### config.mk
export PLATFORM = sky130hd
export DESIGN_NAME = cordic_polar2rect_flat
export DESIGN_NICKNAME = d
export VERILOG_FILES = /design/src/rtl/cordic_pkg.sv /design/src/rtl/cordic_polar2rect_if.sv /design/src/rtl/cordic_rot_stage.sv /design/src/rtl/cordic_polar2rect.sv /design/src/flat_wrapper.sv
export SDC_FILE = /design/constraint.sdc
export NUM_CORES = 1
export LEC_CHECK = 0
export ABC_AREA = 1
export CORE_UTILIZATION = 42
export DETAILED_ROUTE_END_ITERATION = 12
export PLACE_DENSITY_LB_ADDON = 0.2
export SLEW_MARGIN = 0
export SYNTH_ARGS = -nofsm -noshare
export SYNTH_HDL_FRONTEND = slang
export SYNTH_SLANG_ARGS = --single-unit
### constraint.sdc
create_clock -name CLK -period 7.8 [get_ports CLK]
set_input_delay 1.56 -clock CLK [delete_from_list [all_inputs] [get_ports CLK]]
set_output_delay 1.56 -clock CLK [all_outputs]
set_load 0.05 [all_outputs]
### src/rtl/cordic_pkg.sv
// -----------------------------------------------------------------------------
// cordic_pkg
// Shared definitions for the polar-to-rectangular CORDIC rotation engine:
//   - default parameter values for the engine and its bus interface
//   - prescale gain constant (1/K of the CORDIC gain, Q12)
//   - arctangent table in binary-angle units with two fractional bits
//   - controller state encoding
//   - generic signed saturation helper
// -----------------------------------------------------------------------------
package cordic_pkg;

    localparam int DEF_MAX_WIDTH  = 13;
    localparam int DEF_CADC_WIDTH = 10;
    localparam int DEF_ANG_WIDTH  = 13;
    localparam int DEF_ITER       = 12;

    // Fractional guard bits carried on x/y through the micro-rotations.
    localparam int GUARD = 2;

    // Inverse CORDIC gain 0.60725 in Q12.
    localparam int          K_SHIFT = 12;
    localparam logic [31:0] K_Q     = 32'd2487;

    // Half of one output LSB expressed in guard units, used for rounding.
    localparam logic signed [31:0] ROUND_HALF = 32'sd1 <<< (GUARD - 1);

    typedef enum logic [2:0] {
        ST_IDLE     = 3'd0,
        ST_PRESCALE = 3'd1,
        ST_ITER     = 3'd2,
        ST_OUTPUT   = 3'd3,
        ST_DONE     = 3'd4
    } cordic_state_e;

    // atan(2^-i) scaled so that a full circle is 2^(ANG_WIDTH+2) for the
    // default 13-bit angle, i.e. the binary angle with two fractional bits.
    function automatic logic [15:0] atan_lut(input logic [3:0] idx);
        logic [15:0] val;
        case (idx)
            4'd0:    val = 16'd4096;
            4'd1:    val = 16'd2418;
            4'd2:    val = 16'd1278;
            4'd3:    val = 16'd649;
            4'd4:    val = 16'd326;
            4'd5:    val = 16'd163;
            4'd6:    val = 16'd81;
            4'd7:    val = 16'd41;
            4'd8:    val = 16'd20;
            4'd9:    val = 16'd10;
            4'd10:   val = 16'd5;
            4'd11:   val = 16'd3;
            4'd12:   val = 16'd1;
            4'd13:   val = 16'd1;
            4'd14:   val = 16'd0;
            4'd15:   val = 16'd0;
            default: val = 16'd0;
        endcase
        return val;
    endfunction

    // Clamp a signed value into the range of a signed field of 'width' bits.
    // The caller truncates the result to that width.
    function automatic logic signed [31:0] sat_signed(input logic signed [31:0] val,
                                                      input int                 width);
        logic signed [31:0] hi;
        logic signed [31:0] lo;
        logic signed [31:0] res;
        hi = (32'sd1 <<< (width - 1)) - 32'sd1;
        lo = -(32'sd1 <<< (width - 1));
        if (val > hi) begin
            res = hi;
        end else if (val < lo) begin
            res = lo;
        end else begin
            res = val;
        end
        return res;
    endfunction

endpackage

### src/rtl/cordic_polar2rect_if.sv
// -----------------------------------------------------------------------------
// cordic_polar2rect_if
// Request/result bundle of the polar-to-rectangular CORDIC engine.
//   enable             level start (rising edge starts, low mid-run aborts)
//   R_IN               unsigned magnitude, MAX_WIDTH-1 bits
//   ANG_IN             unsigned binary angle, full circle = 2^ANG_WIDTH
//   OFFSET             unsigned bias added to both outputs
//   X_OUT / Y_OUT      signed saturated R*cos + OFFSET / R*sin + OFFSET
//   cordic_rot_is_done result valid, held until next start/abort/reset
// master: the requester (drives request fields); slave: the engine.
// -----------------------------------------------------------------------------
interface cordic_polar2rect_if
    import cordic_pkg::*;
#(
    parameter int MAX_WIDTH  = DEF_MAX_WIDTH,
    parameter int CADC_WIDTH = DEF_CADC_WIDTH,
    parameter int ANG_WIDTH  = DEF_ANG_WIDTH
);
    logic                        enable;
    logic        [MAX_WIDTH-2:0] R_IN;
    logic        [ANG_WIDTH-1:0] ANG_IN;
    logic       [CADC_WIDTH-1:0] OFFSET;
    logic signed [MAX_WIDTH-1:0] X_OUT;
    logic signed [MAX_WIDTH-1:0] Y_OUT;
    logic                        cordic_rot_is_done;

    modport master (
        output enable, R_IN, ANG_IN, OFFSET,
        input  X_OUT, Y_OUT, cordic_rot_is_done
    );

    modport slave (
        input  enable, R_IN, ANG_IN, OFFSET,
        output X_OUT, Y_OUT, cordic_rot_is_done
    );

endinterface

### src/rtl/cordic_rot_stage.sv
// -----------------------------------------------------------------------------
// cordic_rot_stage
// One combinational CORDIC rotation-mode micro-rotation.
//   x, y, z         current vector and residual angle
//   idx             iteration index i (shift amount and table index)
//   x_next, y_next  rotated vector
//   z_next          updated residual angle
// Direction is +1 when the residual angle is non-negative, else -1.
// -----------------------------------------------------------------------------
module cordic_rot_stage
    import cordic_pkg::*;
#(
    parameter int XW = 16,
    parameter int ZW = 16
) (
    input  logic signed [XW-1:0] x,
    input  logic signed [XW-1:0] y,
    input  logic signed [ZW-1:0] z,
    input  logic        [3:0]    idx,
    output logic signed [XW-1:0] x_next,
    output logic signed [XW-1:0] y_next,
    output logic signed [ZW-1:0] z_next
);

    logic signed [XW-1:0] x_shift_s;
    logic signed [XW-1:0] y_shift_s;
    logic signed [ZW-1:0] atan_s;

    // Single micro-rotation: arithmetic shifts keep the sign of negative coordinates.
    always_comb begin
        x_shift_s = x >>> idx;
        y_shift_s = y >>> idx;
        atan_s    = ZW'(atan_lut(idx));
        if (z[ZW-1] == 1'b0) begin
            x_next = x - y_shift_s;
            y_next = y + x_shift_s;
            z_next = z - atan_s;
        end else begin
            x_next = x + y_shift_s;
            y_next = y - x_shift_s;
            z_next = z + atan_s;
        end
    end

endmodule

### src/rtl/cordic_polar2rect.sv
// -----------------------------------------------------------------------------
// cordic_polar2rect
// Iterative CORDIC rotation engine: (R, angle) -> (R*cos + OFFSET,
// R*sin + OFFSET), one micro-rotation per clock, enable/done handshake.
//   CLK    clock
//   RST_N  synchronous active-low reset
//   bus    cordic_polar2rect_if.slave (enable, R_IN, ANG_IN, OFFSET in;
//          X_OUT, Y_OUT, cordic_rot_is_done out)
// Result appears ITER+2 clocks after the start edge:
//   PRESCALE (1) -> ITER micro-rotations -> OUTPUT (1) -> DONE.
// -----------------------------------------------------------------------------
module cordic_polar2rect
    import cordic_pkg::*;
#(
    parameter int MAX_WIDTH  = DEF_MAX_WIDTH,
    parameter int CADC_WIDTH = DEF_CADC_WIDTH,
    parameter int ANG_WIDTH  = DEF_ANG_WIDTH,
    parameter int ITER       = DEF_ITER
) (
    input logic                CLK,
    input logic                RST_N,
    cordic_polar2rect_if.slave bus
);

    localparam int         XW        = MAX_WIDTH + 3;
    localparam int         ZW        = ANG_WIDTH + 3;
    localparam logic [3:0] ITER_LAST = 4'(ITER - 1);

    cordic_state_e               state_r;
    logic                        enable_q_r;
    logic        [MAX_WIDTH-2:0] r_lat_r;
    logic        [ANG_WIDTH-1:0] ang_lat_r;
    logic       [CADC_WIDTH-1:0] offset_r;
    logic signed        [XW-1:0] x_r;
    logic signed        [XW-1:0] y_r;
    logic signed        [ZW-1:0] z_r;
    logic                  [3:0] iter_r;
    logic signed [MAX_WIDTH-1:0] x_out_r;
    logic signed [MAX_WIDTH-1:0] y_out_r;
    logic                        done_r;

    logic                        start_s;
    logic signed        [XW-1:0] rk_s;
    logic signed        [XW-1:0] x_init_s;
    logic signed        [XW-1:0] y_init_s;
    logic signed        [ZW-1:0] z_init_s;
    logic signed        [XW-1:0] x_next_s;
    logic signed        [XW-1:0] y_next_s;
    logic signed        [ZW-1:0] z_next_s;
    logic signed          [31:0] x_wide_s;
    logic signed          [31:0] y_wide_s;
    logic signed          [31:0] offset_wide_s;
    logic signed          [31:0] x_sum_s;
    logic signed          [31:0] y_sum_s;

    assign start_s = bus.enable & ~enable_q_r;

    cordic_rot_stage #(
        .XW(XW),
        .ZW(ZW)
    ) u_stage (
        .x      (x_r),
        .y      (y_r),
        .z      (z_r),
        .idx    (iter_r),
        .x_next (x_next_s),
        .y_next (y_next_s),
        .z_next (z_next_s)
    );

    // Gain prescale and quadrant fold of the latched request.
    // Rk keeps GUARD fractional bits so the shift is K_SHIFT-GUARD, not K_SHIFT.
    always_comb begin
        rk_s = XW'((32'(r_lat_r) * K_Q) >> (K_SHIFT - GUARD));
        case (ang_lat_r[ANG_WIDTH-1 -: 2])
            2'd0: begin
                x_init_s = rk_s;
                y_init_s = '0;
            end
            2'd1: begin
                x_init_s = '0;
                y_init_s = rk_s;
            end
            2'd2: begin
                x_init_s = -rk_s;
                y_init_s = '0;
            end
            2'd3: begin
                x_init_s = '0;
                y_init_s = -rk_s;
            end
            default: begin
                x_init_s = '0;
                y_init_s = '0;
            end
        endcase
        // Residual angle inside the quadrant, with two fractional zero bits.
        z_init_s = ZW'({ang_lat_r[ANG_WIDTH-3:0], 2'b00});
    end

    // Round away the guard bits and add the bias, in a wide signed domain.
    always_comb begin
        x_wide_s      = $signed({{(32 - XW){x_r[XW-1]}}, x_r});
        y_wide_s      = $signed({{(32 - XW){y_r[XW-1]}}, y_r});
        offset_wide_s = $signed({{(32 - CADC_WIDTH){1'b0}}, offset_r});
        x_sum_s       = ((x_wide_s + ROUND_HALF) >>> GUARD) + offset_wide_s;
        y_sum_s       = ((y_wide_s + ROUND_HALF) >>> GUARD) + offset_wide_s;
    end

    // Controller and datapath registers; an enable low while busy aborts.
    always_ff @(posedge CLK) begin
        if (!RST_N) begin
            state_r    <= ST_IDLE;
            enable_q_r <= 1'b0;
            r_lat_r    <= '0;
            ang_lat_r  <= '0;
            offset_r   <= '0;
            x_r        <= '0;
            y_r        <= '0;
            z_r        <= '0;
            iter_r     <= 4'd0;
            x_out_r    <= '0;
            y_out_r    <= '0;
            done_r     <= 1'b0;
        end else begin
            enable_q_r <= bus.enable;
            case (state_r)
                ST_IDLE, ST_DONE: begin
                    if (start_s) begin
                        r_lat_r   <= bus.R_IN;
                        ang_lat_r <= bus.ANG_IN;
                        offset_r  <= bus.OFFSET;
                        done_r    <= 1'b0;
                        state_r   <= ST_PRESCALE;
                    end
                end
                ST_PRESCALE: begin
                    if (!bus.enable) begin
                        state_r <= ST_IDLE;
                    end else begin
                        x_r     <= x_init_s;
                        y_r     <= y_init_s;
                        z_r     <= z_init_s;
                        iter_r  <= 4'd0;
                        state_r <= ST_ITER;
                    end
                end
                ST_ITER: begin
                    if (!bus.enable) begin
                        state_r <= ST_IDLE;
                    end else begin
                        x_r <= x_next_s;
                        y_r <= y_next_s;
                        z_r <= z_next_s;
                        if (iter_r == ITER_LAST) begin
                            state_r <= ST_OUTPUT;
                        end else begin
                            iter_r <= iter_r + 4'd1;
                        end
                    end
                end
                ST_OUTPUT: begin
                    if (!bus.enable) begin
                        state_r <= ST_IDLE;
                    end else begin
                        x_out_r <= MAX_WIDTH'(sat_signed(x_sum_s, MAX_WIDTH));
                        y_out_r <= MAX_WIDTH'(sat_signed(y_sum_s, MAX_WIDTH));
                        done_r  <= 1'b1;
                        state_r <= ST_DONE;
                    end
                end
                default: begin
                    state_r <= ST_IDLE;
                end
            endcase
        end
    end

    assign bus.X_OUT              = x_out_r;
    assign bus.Y_OUT              = y_out_r;
    assign bus.cordic_rot_is_done = done_r;

endmodule

### src/flat_wrapper.sv
// flat-port wrapper written by rule: the top's interface ports become plain ports
module cordic_polar2rect_flat import cordic_pkg::*;
#(
    parameter int MAX_WIDTH  = DEF_MAX_WIDTH,
    parameter int CADC_WIDTH = DEF_CADC_WIDTH,
    parameter int ANG_WIDTH  = DEF_ANG_WIDTH,
    parameter int ITER       = DEF_ITER
)
  (CLK, RST_N, bus_enable, bus_R_IN, bus_ANG_IN, bus_OFFSET, bus_X_OUT, bus_Y_OUT, bus_cordic_rot_is_done);
  cordic_polar2rect_if #(.MAX_WIDTH(MAX_WIDTH), .CADC_WIDTH(CADC_WIDTH), .ANG_WIDTH(ANG_WIDTH)) bus_i ();
  input logic CLK;
  input logic RST_N;
  input wire logic [$bits(bus_i.enable)-1:0] bus_enable;
  input wire logic [$bits(bus_i.R_IN)-1:0] bus_R_IN;
  input wire logic [$bits(bus_i.ANG_IN)-1:0] bus_ANG_IN;
  input wire logic [$bits(bus_i.OFFSET)-1:0] bus_OFFSET;
  output wire logic [$bits(bus_i.X_OUT)-1:0] bus_X_OUT;
  output wire logic [$bits(bus_i.Y_OUT)-1:0] bus_Y_OUT;
  output wire logic [$bits(bus_i.cordic_rot_is_done)-1:0] bus_cordic_rot_is_done;
  assign bus_i.enable = bus_enable;
  assign bus_i.R_IN = bus_R_IN;
  assign bus_i.ANG_IN = bus_ANG_IN;
  assign bus_i.OFFSET = bus_OFFSET;
  assign bus_X_OUT = bus_i.X_OUT;
  assign bus_Y_OUT = bus_i.Y_OUT;
  assign bus_cordic_rot_is_done = bus_i.cordic_rot_is_done;
  cordic_polar2rect #(.MAX_WIDTH(MAX_WIDTH), .CADC_WIDTH(CADC_WIDTH), .ANG_WIDTH(ANG_WIDTH), .ITER(ITER)) u_core (.CLK(CLK), .RST_N(RST_N), .bus(bus_i));
endmodule
# Yosys cells after proc, flatten, opt, wreduce, memory -nomap -nowiden
# Memories as Yosys holds them, arrays and structs flattened. A register that Yosys moved wholly into a read port is not among the register bits.
# Index checks and enable logic that the tools add are counted.
[word_totals] wordCells=94 regBits=118 mem_count=1 output_inout_bits=27 romBits=208 latchBits=0 ramBits=0 in_bits=38
[classes] div_mod_pow=0 n_reduce_logical=13 n_eq_ne=14 shifts=2 n_mux=33 magnitude_cmp=4 add_sub_neg=12 n_mul=1 n_bitwise=2
[memory_table] name="(no name shown)" words=16 word_bits=13 read_ports=1 rd_clocked_by_memory_dff=1 write_ports=0 line="cordic_pkg.sv:39" source="case (idx)"
[ops] op="two-way mux 16 bit" n=9
[ops] op="one-hot mux 16 bit (2 select lines)" n=3
[ops] op="one-hot mux 16 bit (3 select lines)" n=2
[ops] op="two-way mux 13 bit" n=4
[ops] op="adder 16 bit" n=3
[ops] op="subtractor 16 bit" n=3
[ops] op="adder 16 x 3 -> 17 bit, second input constant" n=2
[ops] op="adder 15 x 11 -> 16 bit" n=2
[ops] op="greater-than comparator 16 x 13 -> 1 bit, second input constant" n=2
[ops] op="less-than comparator 16 x 13 -> 1 bit, second input constant" n=2
[ops] op=">>> shifter 16 x 4 -> 16 bit" n=2
[ops] op="multiplier 12 x 12 -> 24 bit, second input constant" n=1
[ops] op="two-way mux 4 bit" n=5
[ops] op="negator 14 -> 16 bit" n=1
[ops] op="two-way mux 3 bit" n=4
[ops] op="one-hot mux 3 bit (4 select lines)" n=1
[ops] op="!= test 2 bit, second input constant" n=4
[ops] op="one-hot mux 4 bit (2 select lines)" n=1
[ops] op="== test 3 x 2 -> 1 bit, second input constant" n=2
[ops] op="AND reduction 2 bit" n=3
[ops] op="AND reduction 3 bit" n=2
[ops] op="OR reduction 2 bit" n=3
[ops] op="adder 4 x 1 -> 4 bit, second input constant" n=1
[ops] op="== test 2 bit, second input constant" n=2
[ops] op="other kinds (15)" n=17

# Longest topological paths before layout
# Gate-level depths: netlist of run 1.
[depth] word_depth=6 mapped_depth=30 depth_no_buf=30

# Cells and area by module
# A second synthesis of run 1 with hierarchy kept.
[hier_totals] hier_cells=2275 area_unflattened_um2=14674.1
[modules_own_cells] module="cordic_polar2rect" cells_each=1429 seq_area_each_um2=2362.3 instances=1 area_per_inst_um2=10059.6
[modules_own_cells] module="cordic_rot_stage" cells_each=846 seq_area_each_um2=0.0 instances=1 area_per_inst_um2=4614.4

# Least setup slack after synthesis of run 1
# No wires, ideal clock.
[synth_timing] path_type="register to register" startpoint="register u_core.r_lat_r[6]" endpoint="register u_core.x_r[11]" synth_period_minus_slack_ns=4.846 stages_incl_launch_ff=28 setup_ns=0.070 arrival_ns=4.776 path_buffers=0 path_slack_ns=2.954 required_time_ns=7.730 cell_sequence="dfxtp_1 ha_1 xor2_1 ha_1 a21o_1 fa_1 fa_1 inv_1 fa_1 inv_1 ha_1 nand2_1 inv_2 a21oi_1 nor2_1 nor2_2 nand2_1 nand2_1 nand2_1 nor2_1 nand2_1 nor2_2 nand2_1 nand2_1 nand3_1 o21ai_1 nand2_1 a21oi_1"
[synth_between] elab_chain_cells=5
[synth_lines] item="start: declaration" line="cordic_polar2rect.sv:31" source="logic [MAX_WIDTH-2:0] r_lat_r;"
[synth_lines] item="start signal: assignment" line="cordic_polar2rect.sv:130" source="r_lat_r <= bus.R_IN;"
[synth_lines] item="multiplier 12 x 12 -> 24 bit *" line="cordic_polar2rect.sv:74" source="rk_s = XW'((32'(r_lat_r) * K_Q) >> (K_SHIFT - GUARD));"
[synth_lines] item="negator 14 -> 16 bit" line="cordic_polar2rect.sv:85" source="x_init_s = -rk_s;"
[synth_lines] item="one-hot mux 16 bit (3 select lines) *" line="cordic_polar2rect.sv:75" source="case (ang_lat_r[ANG_WIDTH-1 -: 2])"
[synth_lines] item="two-way mux 16 bit *" line="cordic_polar2rect.sv:138" source="if (!bus.enable) begin"
[synth_lines] item="one-hot mux 16 bit (2 select lines) *" line="cordic_polar2rect.sv:127" source="case (state_r)"
[synth_lines] item="end signal: assignment" line="cordic_polar2rect.sv:141" source="x_r <= x_init_s;"
[synth_lines] item="end signal: assignment" line="cordic_polar2rect.sv:152" source="x_r <= x_next_s;"
[synth_lines] item="end: declaration" line="cordic_polar2rect.sv:34" source="logic signed [XW-1:0] x_r;"
# Mark *: on every way between the ends. The rest lies on a longest branch, timed or not. The select of a mux whose other input is x is not followed.
# A chain may end at the register's enable or synchronous reset.

# Final worst setup path of run 1
[layout_timing] startpoint="register u_core.r_lat_r[5]" endpoint="register u_core.x_r[14]"
[layout_between] elab_chain_cells=5
[layout_lines] item="multiplier 12 x 12 -> 24 bit" line="cordic_polar2rect.sv:74"
[layout_lines] item="negator 14 -> 16 bit" line="cordic_polar2rect.sv:85"
[layout_lines] item="one-hot mux 16 bit (3 select lines)" line="cordic_polar2rect.sv:75"
[layout_lines] item="two-way mux 16 bit" line="cordic_polar2rect.sv:138"
[layout_lines] item="one-hot mux 16 bit (2 select lines)" line="cordic_polar2rect.sv:127"
# No other way between the ends. The select of a mux whose other input is x is not followed.

==> flow_summary.toml, run 1 <==
[outcome]
status = "finished clean"

[floorplanning]
die_w_um = 191
fp.dieH_um = 191
core_region_area_um2 = 34900
die-area_um2 = 36500
ios = 65
start_util_pct = 43.0
rows = 68

[cts]
cts_hold_buf = 0
clk_path_buf_depth = 2
postCtsSetupBuffers = 0
tritoncts = "yes"
clkSinkCount = 131
cts_buffers = 17
h-tree-depth = 4
path_clk_slew_ps = 60
worstSkewPairLatency_ps = 440
cts-root-buf = "clkbuf_16"
post_cts_resized = 0

[final_layout]
area_delta_synth_final_pct = 10.1
nNetsFinal = 2603
antennaDiodeCount = 0
nFillCells = 3612
fin_cells = 2827
drive_gt1_share_pct = 4.34
fin_area_um2 = 16500
final_core_utilization_pct = 47.4

[setup_path]
crit_type = "flip-flop to flip-flop"
worst_setup_path_start_kind = "flip-flop"
crit_fanout = 6
crit_required_ps = 8130
arrival_ps = 5940
end_kind = "flip-flop"

[routing]
antenna_left = 0
avgViaCountPerCell = 5.28
first_iter_violations = 1011
num_vias = 14900
route.detailed.drc = 0
dr.pass1.iters = 5
routedWlPerCell_um = 16.0
routed_wl_um = 45300

[timing]
min_period_ps = 5610
worst_pin_slew_ps = 826
clock_skew_ps = 12.1
slew-limit-headroom_pct = 44.9
slew_violations = 0
max_freq_ghz = 0.178
setup_viol = 0
fin_setup_tns_ps = 0
finalCritPeriodShare_pct = 71.9
final_hold_viol_count = 0
rsz0062_at_grt = "false"

[global_route]
grt_pass1_vias = 14300
grt_usage_pct = 25.9
grt_first_pass_wirelength_um = 74400
grt_max_degree = 52
grt_overflow_total = 0
antenna_found_initial = 0

[power]
intPower_mw = 2.16
seq_power_share_pct = 17.7
switching_share_pct = 52.8
power_density_nw_per_um2 = 277
switchingPower_mw = 2.41
p_leak_nw = 8.36
ir_drop_uv = 208
p_comb_share_pct = 66.1
p_clk_share_pct = 16.2
p_total_mw = 4.58

[yosys]
synth.avg_cell_area_um2 = 6.42
synth_cells = 2337
synth_seq_cells = 131
yosysUniqueCellTypes = 52
synth_area_um2 = 15000
ys_seq_area_share_pct = 17.5
ys_warn_count = 0
synth.net_count = 2581

[place]
numPortBuffers = 64
place_congestion = 0.985
dp_hpwl_um = 36100
dp_cells = 2795
place_area_um2 = 16000

[job]
cap_viol_max_count = 0

[hold_path]
hold_class = "flip-flop to flip-flop"
==> sequential cells by signal, indices dropped and copies added (netlist names) <==
register	cells
u_core.x_r	16
u_core.y_r	16
u_core.r_lat_r	12
u_core.bus.X_OUT	13
u_core.state_r	3
u_core.z_r	16
u_core.bus.cordic_rot_is_done	1
u_core.offset_r	10
u_core.bus.Y_OUT	13
u_core.enable_q_r	1
u_core.ang_lat_r	13
u_core.u_stage.atan_s	13
u_core.iter_r	4
==> synthesized netlist by cell type, drive strengths merged <==
cell type  number  area share [%]
and2            1           0.042
nor3           18            0.67
nand3         179             6.5
a211oi          3            0.15
o221ai          2            0.12
nand3b          7            0.35
buf            28             1.0
nand2         581              15
inv           347             8.7
dfxtp         131              17
ha            152              13
clkbuf         47             1.2
a22o            2            0.12
nor3b           2            0.10
o21bai          6            0.30
fa             54             7.2
nor4            3            0.33
or2             4            0.17
a21oi         188             6.3
o2111ai         1           0.058
xor2           82             4.9
o31ai           2            0.10
xnor2          27             1.6
clkinv          5            0.13
a311oi          1           0.058
a21o            2            0.10
o211ai         26             1.3
nor2          201             5.4
a31oi          13            0.54
o21ai         183             6.1
o22ai           8            0.33
a21boi          4            0.20
nand4          17            0.75
a31o            1           0.058
o21a            8            0.40
o311ai          1           0.058
==> cells in the final DEF, fill, tap and decap left out, types with 17 or more instances in the layout <==
cell type        count
clkbuf_16           17
o21ai_0            146
xor2_1              81
nand2_1            578
nand3_1            165
nor2_1             191
a21oi_1            188
inv_2               21
clkdlybuf4s50_1     63
ha_1               152
dfxtp_1            130
inv_1              326
o21ai_1             37
fa_1                54
o211ai_1            26
xnor2_1             27
==> cell type report <==
| class | instances | area [um2] | share of cell area (%) |
|---|---|---|---|
| clock buffer | 17 | 425 | 2.57 |
| clock inverter | 15 | 113 | 0.681 |
| inverter | 352 | 1320 | 8.00 |
| multi-input combinational | 1779 | 10700 | 64.9 |
| sequential | 131 | 2620 | 15.9 |
| tap | 455 | 569 | 3.44 |
| timing repair buffer | 78 | 741 | 4.48 |
==> routing by layer <==
| layer | GRT usage, % | vias up | share of wire [%] |
|---|---|---|---|
| li1 | - | 7619 | - |
| met1 | 33.9 | 6827 | 46 |
| met2 | 44.0 | 421 | 47 |
| met3 | 3.67 | 55 | 5.7 |
| met4 | 6.68 | 0 | 2.0 |
| met5 | 0 | - | 0 |
==> logic make-up after synthesis <==
family / share of synthesized area (%)
xor+xnor: 6.49
fa+ha+maj: 19.9
simple gates: 28.9
buf+inv: 11.0
flops: 17.5
compound gates: 16.3
==> critical path: stages, from the launching register on <==
cell	delay [ps]
dfxtp_1	520
ha_1	330
ha_1	330
a21o_1	210
fa_1	490
fa_1	490
inv_1	60
fa_1	540
inv_1	40
ha_1	350
nand2_1	170
inv_1	70
a21oi_1	330
nand2_1	170
nand2_1	90
nand2_1	80
inv_1	100
ha_1	230
nand3_1	170
inv_1	90
nand2_1	70
nor2_1	160
nand2_1	90
nand2_1	80
nand3_1	70
o211ai_1	100
inv_1	50
==> final timing paths <==
path                                      startpoint                    to  slack (ps)  cells after the start
worst min register to register  u_core.ang_lat_r[10]  u_core.ang_lat_r[10]         460                      2
worst max register to register     u_core.r_lat_r[5]        u_core.x_r[14]        2190                     26
worst max-delay path               u_core.r_lat_r[5]        u_core.x_r[14]        2190                     26
worst min-delay path            u_core.ang_lat_r[10]  u_core.ang_lat_r[10]         460                      2
==> metrics by stage <==
stage / hold WS, ps / setup slack [ps]
6_report: 457 / 2190
5_1_grt: 487 / 1770
4_1_cts: 458 / 2190
3_5_place_dp: 449 / 2220
3_3_place_gp: 439 / 2270
2_1_floorplan: 425 / 2950
==> power groups by stage <==
stage / logic [mW] / registers [mW] / clock network (mW)
floorplan: 2.29 / 0.777 / 0
global placement: 2.97 / 0.821 / 0
detailed placement: 2.99 / 0.822 / 0
CTS: 3.01 / 0.807 / 0.757
global route: 3.45 / 0.814 / 0.792
finish: 3.03 / 0.809 / 0.742
Note: power is estimated with default switching activity, not from simulation.
==> inputs of run 2 (changes only) <==
clock period = 5.6 ns   (was 7.8 ns; I/O delays follow)
==> flow_summary.toml, run 2 (synthesis results as in run 1) <==
[floorplanning]
die-area_um2 = 36500
core_region_area_um2 = 34900
rows = 68
ios = 65
fp.dieH_um = 191
die_w_um = 191
start_util_pct = 43.0

[place]
dp_slack_ps = 205
numPortBuffers = 64
dp_hpwl_um = 36700
place_congestion = 0.985

[routing]
routed_wl_um = 46800
dr.pass1.iters = 5
route.detailed.drc = 0
num_vias = 15000
avgViaCountPerCell = 5.29
first_iter_violations = 1044
routedWlPerCell_um = 16.5
antenna_left = 0

[timing]
clock_skew_ps = 16.5
finalCritPeriodShare_pct = 93.4
slew-limit-headroom_pct = 16.9
final_hold_viol_count = 0
worst_pin_slew_ps = 1250
max_freq_ghz = 0.191
slew_violations = 0
fin_setup_tns_ps = 0
setup_viol = 0
min_period_ps = 5230
setup_ws_ps = 372

[global_route]
antenna_found_initial = 0
use_met1_pct = 35.8
grt_usage_pct = 26.7
grt_overflow_total = 0
grt_pass1_vias = 14400
grt_first_pass_wirelength_um = 76000
met3_usage_pct = 3.91
grt_max_degree = 77
top_usage_layer = "met2"
met2_usage_pct = 43.3

[hold_path]
worstHoldPathCells = 2
hold_class = "flip-flop to flip-flop"

[setup_path]
crit_required_ps = 5940
arrival_ps = 5570
worst_setup_path_start_kind = "flip-flop"
crit_type = "flip-flop to flip-flop"
end_kind = "flip-flop"
crit_fanout = 6
worst-r2r-cell-count = 26

[power]
ir_drop_uv = 268
p_leak_nw = 8.42
switching_share_pct = 52.4
p_clk_share_pct = 16.8
p_comb_share_pct = 66.0
switchingPower_mw = 3.43
seq_power_share_pct = 17.2
intPower_mw = 3.11
power_density_nw_per_um2 = 392

[cts]
postCtsSetupBuffers = 0
cts_hold_buf = 0
tritoncts = "yes"
cts_buffers = 17
worstSkewPairLatency_ps = 450
cts-root-buf = "clkbuf_16"
clk_path_buf_depth = 2
clkSinkCount = 131
post_cts_resized = 0
path_clk_slew_ps = 70
h-tree-depth = 4

[final_layout]
nNetsFinal = 2612
nFillCells = 3680
area_delta_synth_final_pct = 11.1
final_common_cell = "nand2_1"
most-common-layout-cells = "nand2_1 (574), inv_1 (326), a21oi_1 (185)"
top_regs = "u_core.x_r: 16 flops, u_core.y_r: 16 flops, u_core.z_r: 16 flops"
antennaDiodeCount = 0
drive_gt1_share_pct = 5.63

[outcome]
status = "finished clean"

[job]
cap_viol_max_count = 0
==> run 2: path summary, 6_finish.rpt <==
check                                          start                   end  slack [ps]
worst max-delay path               u_core.r_lat_r[9]         u_core.y_r[8]         370
worst min-delay path            u_core.ang_lat_r[10]  u_core.ang_lat_r[10]         450
worst max register to register     u_core.r_lat_r[9]         u_core.y_r[8]         370
worst min register to register  u_core.ang_lat_r[10]  u_core.ang_lat_r[10]         450
==> run 2: routing by layer <==
| metal | part of all wire (%) | vias to the layer above |
|---|---|---|
| met2 | 45 | 430 |
| met5 | 0 | - |
| li1 | - | 7638 |
| met1 | 46 | 6847 |
| met3 | 6.1 | 82 |
| met4 | 2.9 | 0 |
==> run 2: area by class of cell <==
| cell class | count | area (um2) | area share, % |
|---|---|---|---|
| clock buffer | 17 | 425 | 2.55 |
| clock inverter | 15 | 131 | 0.788 |
| inverter | 352 | 1320 | 7.92 |
| multi-input combinational | 1779 | 10800 | 64.7 |
| sequential | 131 | 2640 | 15.8 |
| tap | 455 | 569 | 3.41 |
| timing repair buffer | 87 | 808 | 4.85 |
==> run 2: power groups by stage <==
stage                     sequential (mW)  clock, mW  combinational [mW]
after floorplan                      1.08          0                3.19
after global placement               1.14          0                4.16
after detailed placement             1.14          0                4.17
after CTS                            1.12       1.12                4.20
after global routing                 1.13       1.16                4.94
final                                1.12       1.10                4.32
==> run 2: stage by stage <==
step | area, um2 | power, mW | util (%) | std cells | hold WS (ps)
2_1_floorplan | 15000 | 4.27 | - | 2337 | 425
3_3_place_gp | 16100 | 5.30 | 46.0 | 2804 | 441
3_5_place_dp | 16100 | 5.31 | 46.0 | 2804 | 450
4_1_cts | 16600 | 6.44 | 47.6 | 2836 | 459
5_1_grt | 16700 | 7.23 | 47.8 | 2836 | 475
6_report | 16700 | 6.54 | 47.8 | 2836 | 453
==> run 2: critical path, cell delays in order (launching register included) <==
cell     delay, ps
dfxtp_1        350
ha_1           310
inv_1           60
fa_1           540
inv_1           50
fa_1           500
fa_1           560
inv_1           50
fa_1           530
inv_1           40
ha_1           380
nand2_1         90
inv_2           90
nand2_1        110
nor2_2         170
nand2_1        110
nand2_1        120
nand2_1         70
nand2_2        110
nand2_1        100
nor2_1         100
nand2_1        110
xor2_1         180
nand2_1         70
nand2_1        110
a21oi_1        180
nor2_1          50
